### src/rtl/empacotador_matriz_if.sv
// Element stream in, packed matrix out, for the determinant ALU producer.
// slave = packer side, master = host/consumer side.
interface empacotador_matriz_if #(
  parameter int DATA_W = 8,
  parameter int MAX_N  = 5
);
  logic                            start;
  logic [1:0]                      tamanho_matriz;
  logic signed [DATA_W-1:0]        elem_in;
  logic                            elem_valid;
  logic                            elem_ready;
  logic [MAX_N*MAX_N*DATA_W-1:0]   matriz;
  logic [1:0]                      tamanho_out;
  logic                            matriz_valid;
  logic                            matriz_ack;
  logic                            busy;

  modport slave (
    input  start,
    input  tamanho_matriz,
    input  elem_in,
    input  elem_valid,
    input  matriz_ack,
    output elem_ready,
    output matriz,
    output tamanho_out,
    output matriz_valid,
    output busy
  );

  modport master (
    output start,
    output tamanho_matriz,
    output elem_in,
    output elem_valid,
    output matriz_ack,
    input  elem_ready,
    input  matriz,
    input  tamanho_out,
    input  matriz_valid,
    input  busy
  );
endinterface

### src/rtl/empacotador_matriz.sv
// Packs row-major signed elements into a 200-bit matrix bus.
// MATRIZ_TRANSPOSE_EN: pack the transpose (slot c*n+r).
module empacotador_matriz #(
  parameter int DATA_W = 8,
  parameter int MAX_N  = 5
) (
  input  logic                clk,
  input  logic                rst_n,
  empacotador_matriz_if.slave bus
);
  localparam int SLOTS = MAX_N * MAX_N;
  localparam int CW    = $clog2(SLOTS);
  localparam int BW    = SLOTS * DATA_W;

  typedef enum logic [1:0] {
    IDLE,
    LOAD,
    HOLD
  } state_t;

  state_t        state;
  logic [BW-1:0] matriz_q;
  logic [1:0]    size_q;
  logic [CW-1:0] count;
  logic [CW-1:0] last_idx;
  logic [CW-1:0] slot;
  logic          valid_q;
  logic          busy_q;
  logic          xfer;

  assign xfer = (state == LOAD) && bus.elem_valid;

  // Index of the final element for the latched size.
  always_comb begin
    last_idx = '0;
    unique case (size_q)
      2'b00: last_idx = CW'(3);
      2'b01: last_idx = CW'(8);
      2'b10: last_idx = CW'(15);
      2'b11: last_idx = CW'(24);
    endcase
  end

`ifdef MATRIZ_TRANSPOSE_EN
  localparam int IW = $clog2(MAX_N);

  logic [IW-1:0] row;
  logic [IW-1:0] col;
  logic [IW-1:0] n_m1;
  logic [CW-1:0] n_w;
  logic [CW-1:0] slot_q;

  assign n_m1 = IW'(size_q) + IW'(1);
  assign n_w  = CW'(size_q) + CW'(2);
  assign slot = slot_q;

  // Walk (r,c) and track slot c*n+r incrementally.
  always_ff @(posedge clk or negedge rst_n) begin
    if (!rst_n) begin
      row    <= '0;
      col    <= '0;
      slot_q <= '0;
    end else if (state == IDLE && bus.start) begin
      row    <= '0;
      col    <= '0;
      slot_q <= '0;
    end else if (xfer) begin
      if (col == n_m1) begin
        col    <= '0;
        row    <= row + IW'(1);
        slot_q <= CW'(row) + CW'(1);
      end else begin
        col    <= col + IW'(1);
        slot_q <= slot_q + n_w;
      end
    end
  end
`else
  assign slot = count;
`endif

  // Main IDLE/LOAD/HOLD controller with registered outputs.
  always_ff @(posedge clk or negedge rst_n) begin
    if (!rst_n) begin
      state    <= IDLE;
      matriz_q <= '0;
      size_q   <= '0;
      count    <= '0;
      valid_q  <= 1'b0;
      busy_q   <= 1'b0;
    end else begin
      unique case (state)
        IDLE: begin
          if (bus.start) begin
            size_q   <= bus.tamanho_matriz;
            matriz_q <= '0;
            count    <= '0;
            busy_q   <= 1'b1;
            state    <= LOAD;
          end
        end
        LOAD: begin
          if (xfer) begin
            for (int k = 0; k < SLOTS; k++) begin
              if (slot == CW'(k)) begin
                matriz_q[k*DATA_W +: DATA_W] <= bus.elem_in;
              end
            end
            count <= count + CW'(1);
            if (count == last_idx) begin
              valid_q <= 1'b1;
              state   <= HOLD;
            end
          end
        end
        HOLD: begin
          if (bus.matriz_ack) begin
            valid_q <= 1'b0;
            busy_q  <= 1'b0;
            state   <= IDLE;
          end
        end
        default: begin
          valid_q <= 1'b0;
          busy_q  <= 1'b0;
          state   <= IDLE;
        end
      endcase
    end
  end

  // Ready follows state alone so it drops the moment reset asserts.
  assign bus.elem_ready   = (state == LOAD);
  assign bus.matriz       = matriz_q;
  assign bus.tamanho_out  = size_q;
  assign bus.matriz_valid = valid_q;
  assign bus.busy         = busy_q;

endmodule

### src/flat_wrapper.sv
// flat-port wrapper written by rule: the top's interface ports become plain ports
module empacotador_matriz_flat 
#(
  parameter int DATA_W = 8,
  parameter int MAX_N  = 5
)
  (clk, rst_n, bus_start, bus_tamanho_matriz, bus_elem_in, bus_elem_valid, bus_matriz_ack, bus_elem_ready, bus_matriz, bus_tamanho_out, bus_matriz_valid, bus_busy);
  empacotador_matriz_if #(.DATA_W(DATA_W), .MAX_N(MAX_N)) bus_i ();
  input  logic clk;
  input  logic rst_n;
  input wire logic [$bits(bus_i.start)-1:0] bus_start;
  input wire logic [$bits(bus_i.tamanho_matriz)-1:0] bus_tamanho_matriz;
  input wire logic [$bits(bus_i.elem_in)-1:0] bus_elem_in;
  input wire logic [$bits(bus_i.elem_valid)-1:0] bus_elem_valid;
  input wire logic [$bits(bus_i.matriz_ack)-1:0] bus_matriz_ack;
  output wire logic [$bits(bus_i.elem_ready)-1:0] bus_elem_ready;
  output wire logic [$bits(bus_i.matriz)-1:0] bus_matriz;
  output wire logic [$bits(bus_i.tamanho_out)-1:0] bus_tamanho_out;
  output wire logic [$bits(bus_i.matriz_valid)-1:0] bus_matriz_valid;
  output wire logic [$bits(bus_i.busy)-1:0] bus_busy;
  assign bus_i.start = bus_start;
  assign bus_i.tamanho_matriz = bus_tamanho_matriz;
  assign bus_i.elem_in = bus_elem_in;
  assign bus_i.elem_valid = bus_elem_valid;
  assign bus_i.matriz_ack = bus_matriz_ack;
  assign bus_elem_ready = bus_i.elem_ready;
  assign bus_matriz = bus_i.matriz;
  assign bus_tamanho_out = bus_i.tamanho_out;
  assign bus_matriz_valid = bus_i.matriz_valid;
  assign bus_busy = bus_i.busy;
  empacotador_matriz #(.DATA_W(DATA_W), .MAX_N(MAX_N)) u_core (.clk(clk), .rst_n(rst_n), .bus(bus_i));
endmodule
### config.mk
export PLATFORM = sky130hd
export DESIGN_NAME = empacotador_matriz_flat
export DESIGN_NICKNAME = d
export VERILOG_FILES = /design/src/rtl/empacotador_matriz_if.sv /design/src/rtl/empacotador_matriz.sv /design/src/flat_wrapper.sv
export SDC_FILE = /design/constraint.sdc
export NUM_CORES = 1
export LEC_CHECK = 0
export CORE_ASPECT_RATIO = 0.7
export CORE_MARGIN = 3
export CORE_UTILIZATION = 49
export CTS_CLUSTER_DIAMETER = 60
export DETAILED_ROUTE_END_ITERATION = 8
export PLACE_DENSITY = 0.8
export SETUP_SLACK_MARGIN = 0.02
export SLEW_MARGIN = 20
export SYNTH_ARGS = -nofsm -noshare
export SYNTH_HDL_FRONTEND = slang
export SYNTH_SLANG_ARGS = --single-unit
### constraint.sdc
create_clock -name clk -period 2.6 [get_ports clk]
set_clock_uncertainty 0.15 [all_clocks]
set_input_delay 0.52 -clock clk [delete_from_list [all_inputs] [get_ports clk]]
set_output_delay 0.52 -clock clk [all_outputs]
set_load 0.01 [all_outputs]
==> flow_metrics.env <==
export IMPL_power_density_mw_per_mm2=891
export IMPL_min_delay_start="u_core.bus.matriz[175]"
export IMPL_critPathArrivalTime_ps=1780
export IMPL_busiest_layer="met2"
export IMPL_wl_per_cell_microns=20.0
export IMPL_cp_end_kind="primary output"
export IMPL_grt_total_usage=0.252
export IMPL_crit_slowest_cell="clkdlybuf4s50_1"
export IMPL_timing_rr_start="u_core.count[2]"
export IMPL_syn_num_nets=816
export IMPL_dp_hpwl_microns=16700
export IMPL_clk_path_buf_depth=3
export IMPL_tightest_slew_ps=716
export IMPL_drc=0
export IMPL_multi_input_area_sq_mm=0.00305
export IMPL_fillers=1230
export IMPL_synth_area_leaders="dfrtp_1 (60%), mux2i_1 (11%), o21ai_0 (6.2%), nand3_1 (6.1%), nand2_1 (5.3%)"
export IMPL_yosysTopAreaCell="dfrtp_1"
export IMPL_io_buffers=219
export IMPL_synthCells=796
export IMPL_vias_per_cell=5.49
export IMPL_outcome="completed"
export IMPL_cts_made_buffers=21
export IMPL_min_period_ps=2450
export IMPL_dieArea_sq_mm=0.0196
export IMPL_min_path_cells=2
export IMPL_yosys_cell_types_count=42
export IMPL_clk_latency_ps=490
export IMPL_reg2regPathDepth=4
export IMPL_cts_tree="yes"
export IMPL_start_util=0.505
export IMPL_max_vdd_ir_drop_mv=0.537
export IMPL_period_share=0.941
export IMPL_place_inst=1220
export IMPL_crit_chain="nor2b_1 -> clkdlybuf4s50_1"
export IMPL_rsz0062_at_grt="no"
export IMPL_use_met3=0.0799
export IMPL_layout_common_cells="clkdlybuf4s50_1 (218), dfrtp_1 (211), nand2_1 (124)"
export IMPL_cp_max_fo=9
export IMPL_fin_cells=1258
export IMPL_max_freq_mhz=409
export IMPL_seq_area_sq_mm=0.00528
export IMPL_cts_sinks=211
export IMPL_use_met2=0.382
export IMPL_yosysWarnings=0
export IMPL_worst_hold_path_endpoint="u_core.bus.matriz[175]"
export IMPL_hold_class="flop to flop"
export IMPL_start_kind="flop"
export IMPL_p_leak_nw=5.18
export IMPL_nets=1033
export IMPL_place_ws_ps=42.5
export IMPL_layout_commonest_cell="clkdlybuf4s50_1"
export IMPL_clk_pin_slew_ps=70
export IMPL_grt_use_met1=0.365
export IMPL_synth_edf_count=0
export IMPL_grt_start_max_net_pins=147
export IMPL_final_layout_size_suffix_gt1_frac=0.0935
export IMPL_setup_tns_ps=0
export IMPL_setup_viol_count_final=0
export IMPL_r2r_setup_slack_ps=440
export IMPL_post_cts_buffers=0
export IMPL_syn_area_sq_mm=0.00876
export IMPL_via_count=6906
export IMPL_grt_pass1_wl_microns=40100
export IMPL_grt_pass1_vias=6972
export IMPL_firstDrtPassIters=5
export IMPL_path_class="flop to primary output"
export IMPL_die_h_microns=118
export IMPL_maxCapViolCount=0
export IMPL_total_power_mw=10.8
export IMPL_slew_violations=0
export IMPL_ys_seq_area_frac=0.602
export IMPL_ys_flop_type="dfrtp_1"
export IMPL_reg2reg_to="u_core.bus.matriz[140]"
export IMPL_slew_headroom=0.523
export IMPL_die_x_microns=166
export IMPL_syn2layout_area_growth_pct=38.3
export IMPL_fin_ws_ps=153
export IMPL_synth_avg_cell_area_sq_um=11.0
export IMPL_drtIter0Drc=567
export IMPL_rows=40
export IMPL_crit_path_max_incr_delay_ps=600
export IMPL_coreArea_sq_mm=0.0174
export IMPL_grt_overflow=0
export IMPL_htree_levels=1
export IMPL_hold_viol_final=0
export IMPL_final_antenna_net_count=0
export IMPL_worstPathRequired_ps=1930
export IMPL_cts_root_buf="clkbuf_16"
export IMPL_ys_ff_latch=211
export IMPL_synth_top_area_share=0.602
export IMPL_utilization=0.698
export IMPL_gp_congestion=0.807
export IMPL_ios=220
export IMPL_ys_async_sr_fraction=1.00
export IMPL_antenna_cells=0
export IMPL_antenna_found_initial=0
export IMPL_finalWirelength_microns=25100
==> worst max-delay path, delay by kind of cell, from the launching register on <==
| family | cells | cell delay (ps) |
|---|---|---|
| buffers and inverters | 1 | 600 |
| DFF | 1 | 490 |
| and+or+nand+nor | 1 | 190 |
==> synth_stat cells, types with 2 or more instances <==
cell and number:
nand3_1 107, inv_1 14, o2111ai_2 2, o21ai_0 108, buf_2 12, buf_1 7, and4_1 4, and3_1 6
buf_4 8, dfrtp_1 211, ha_1 5, a21oi_1 2, buf_6 8, clkbuf_1 40, o211ai_2 4, mux2i_1 96
and4b_1 4, and3b_1 2, xor2_1 2, nor2b_1 2, nand2_1 124, nor2_1 4, o2111ai_1 5
==> registers in the layout, indices dropped and copies added (netlist names) <==
name,count
u_core.bus.tamanho_out,2
u_core.bus.matriz_valid,1
u_core.bus.matriz,200
u_core.state,2
u_core.bus.busy,1
u_core.count,5
==> final cells by class <==
| type | count | area share |
|---|---|---|
| multi-input cells | 496 | 0.251 |
| flip-flops and latches | 211 | 0.436 |
| repair buffers | 269 | 0.229 |
| well taps | 231 | 0.0238 |
| clock buffers | 25 | 0.0454 |
| clock inverters | 12 | 0.0103 |
| inverters | 14 | 0.00434 |
==> logic make-up (layout without fill, tap and decap cells) <==
family                   Yosys count  in the layout  synth area share
XOR/XNOR                           2              2           0.00200
flip-flops                       211            211             0.602
AND/OR/NAND/NOR                  262            262             0.141
AO/OA/AOI/OAI                    130            130            0.0867
multiplexers                      97             97             0.111
buffers and inverters             89            320            0.0501
adder cells (fa/ha/maj)            5              5           0.00714
==> stage by stage <==
step / hold slack [ps] / area, sq um
6_report: 347 / 12100
5_1_grt: 371 / 12100
4_1_cts: 353 / 12100
3_5_place_dp: 339 / 11400
3_3_place_gp: 330 / 11400
2_1_floorplan: 74.4 / 8760
==> per-layer routing <==
metal	routed length, microns	part of all wire
met1	11300	0.45
met2	11300	0.45
met3	2160	0.086
met4	303	0.012
met5	0	0
==> worst max path at each step <==
| stage | start | endpoint |
|---|---|---|
| 2_1_floorplan | bus_start | u_core.bus.matriz[40] |
| 3_3_place_gp | bus_start | u_core.bus.matriz[110] |
| 3_5_place_dp | bus_start | u_core.bus.matriz[140] |
| 4_1_cts | u_core.state[1] | bus_elem_ready |
| 5_1_grt | u_core.state[1] | bus_elem_ready |
| 6_report | u_core.state[1] | bus_elem_ready |
==> report_power, final <==
| group | leakage (nW) | switching [mW] | total, mW | internal [mW] |
|---|---|---|---|---|
| registers | 2.89 | 0.443 | 4.30 | 3.86 |
| logic | 1.97 | 1.89 | 3.49 | 1.60 |
| clock network | 0.326 | 1.28 | 3.00 | 1.72 |
==> timing repair <==
item,in CTS,in global routing
hold buffers,1,0
resized for setup,0,0
hold endpoints to repair,61,0
Note: power is estimated with default switching activity, not from simulation.
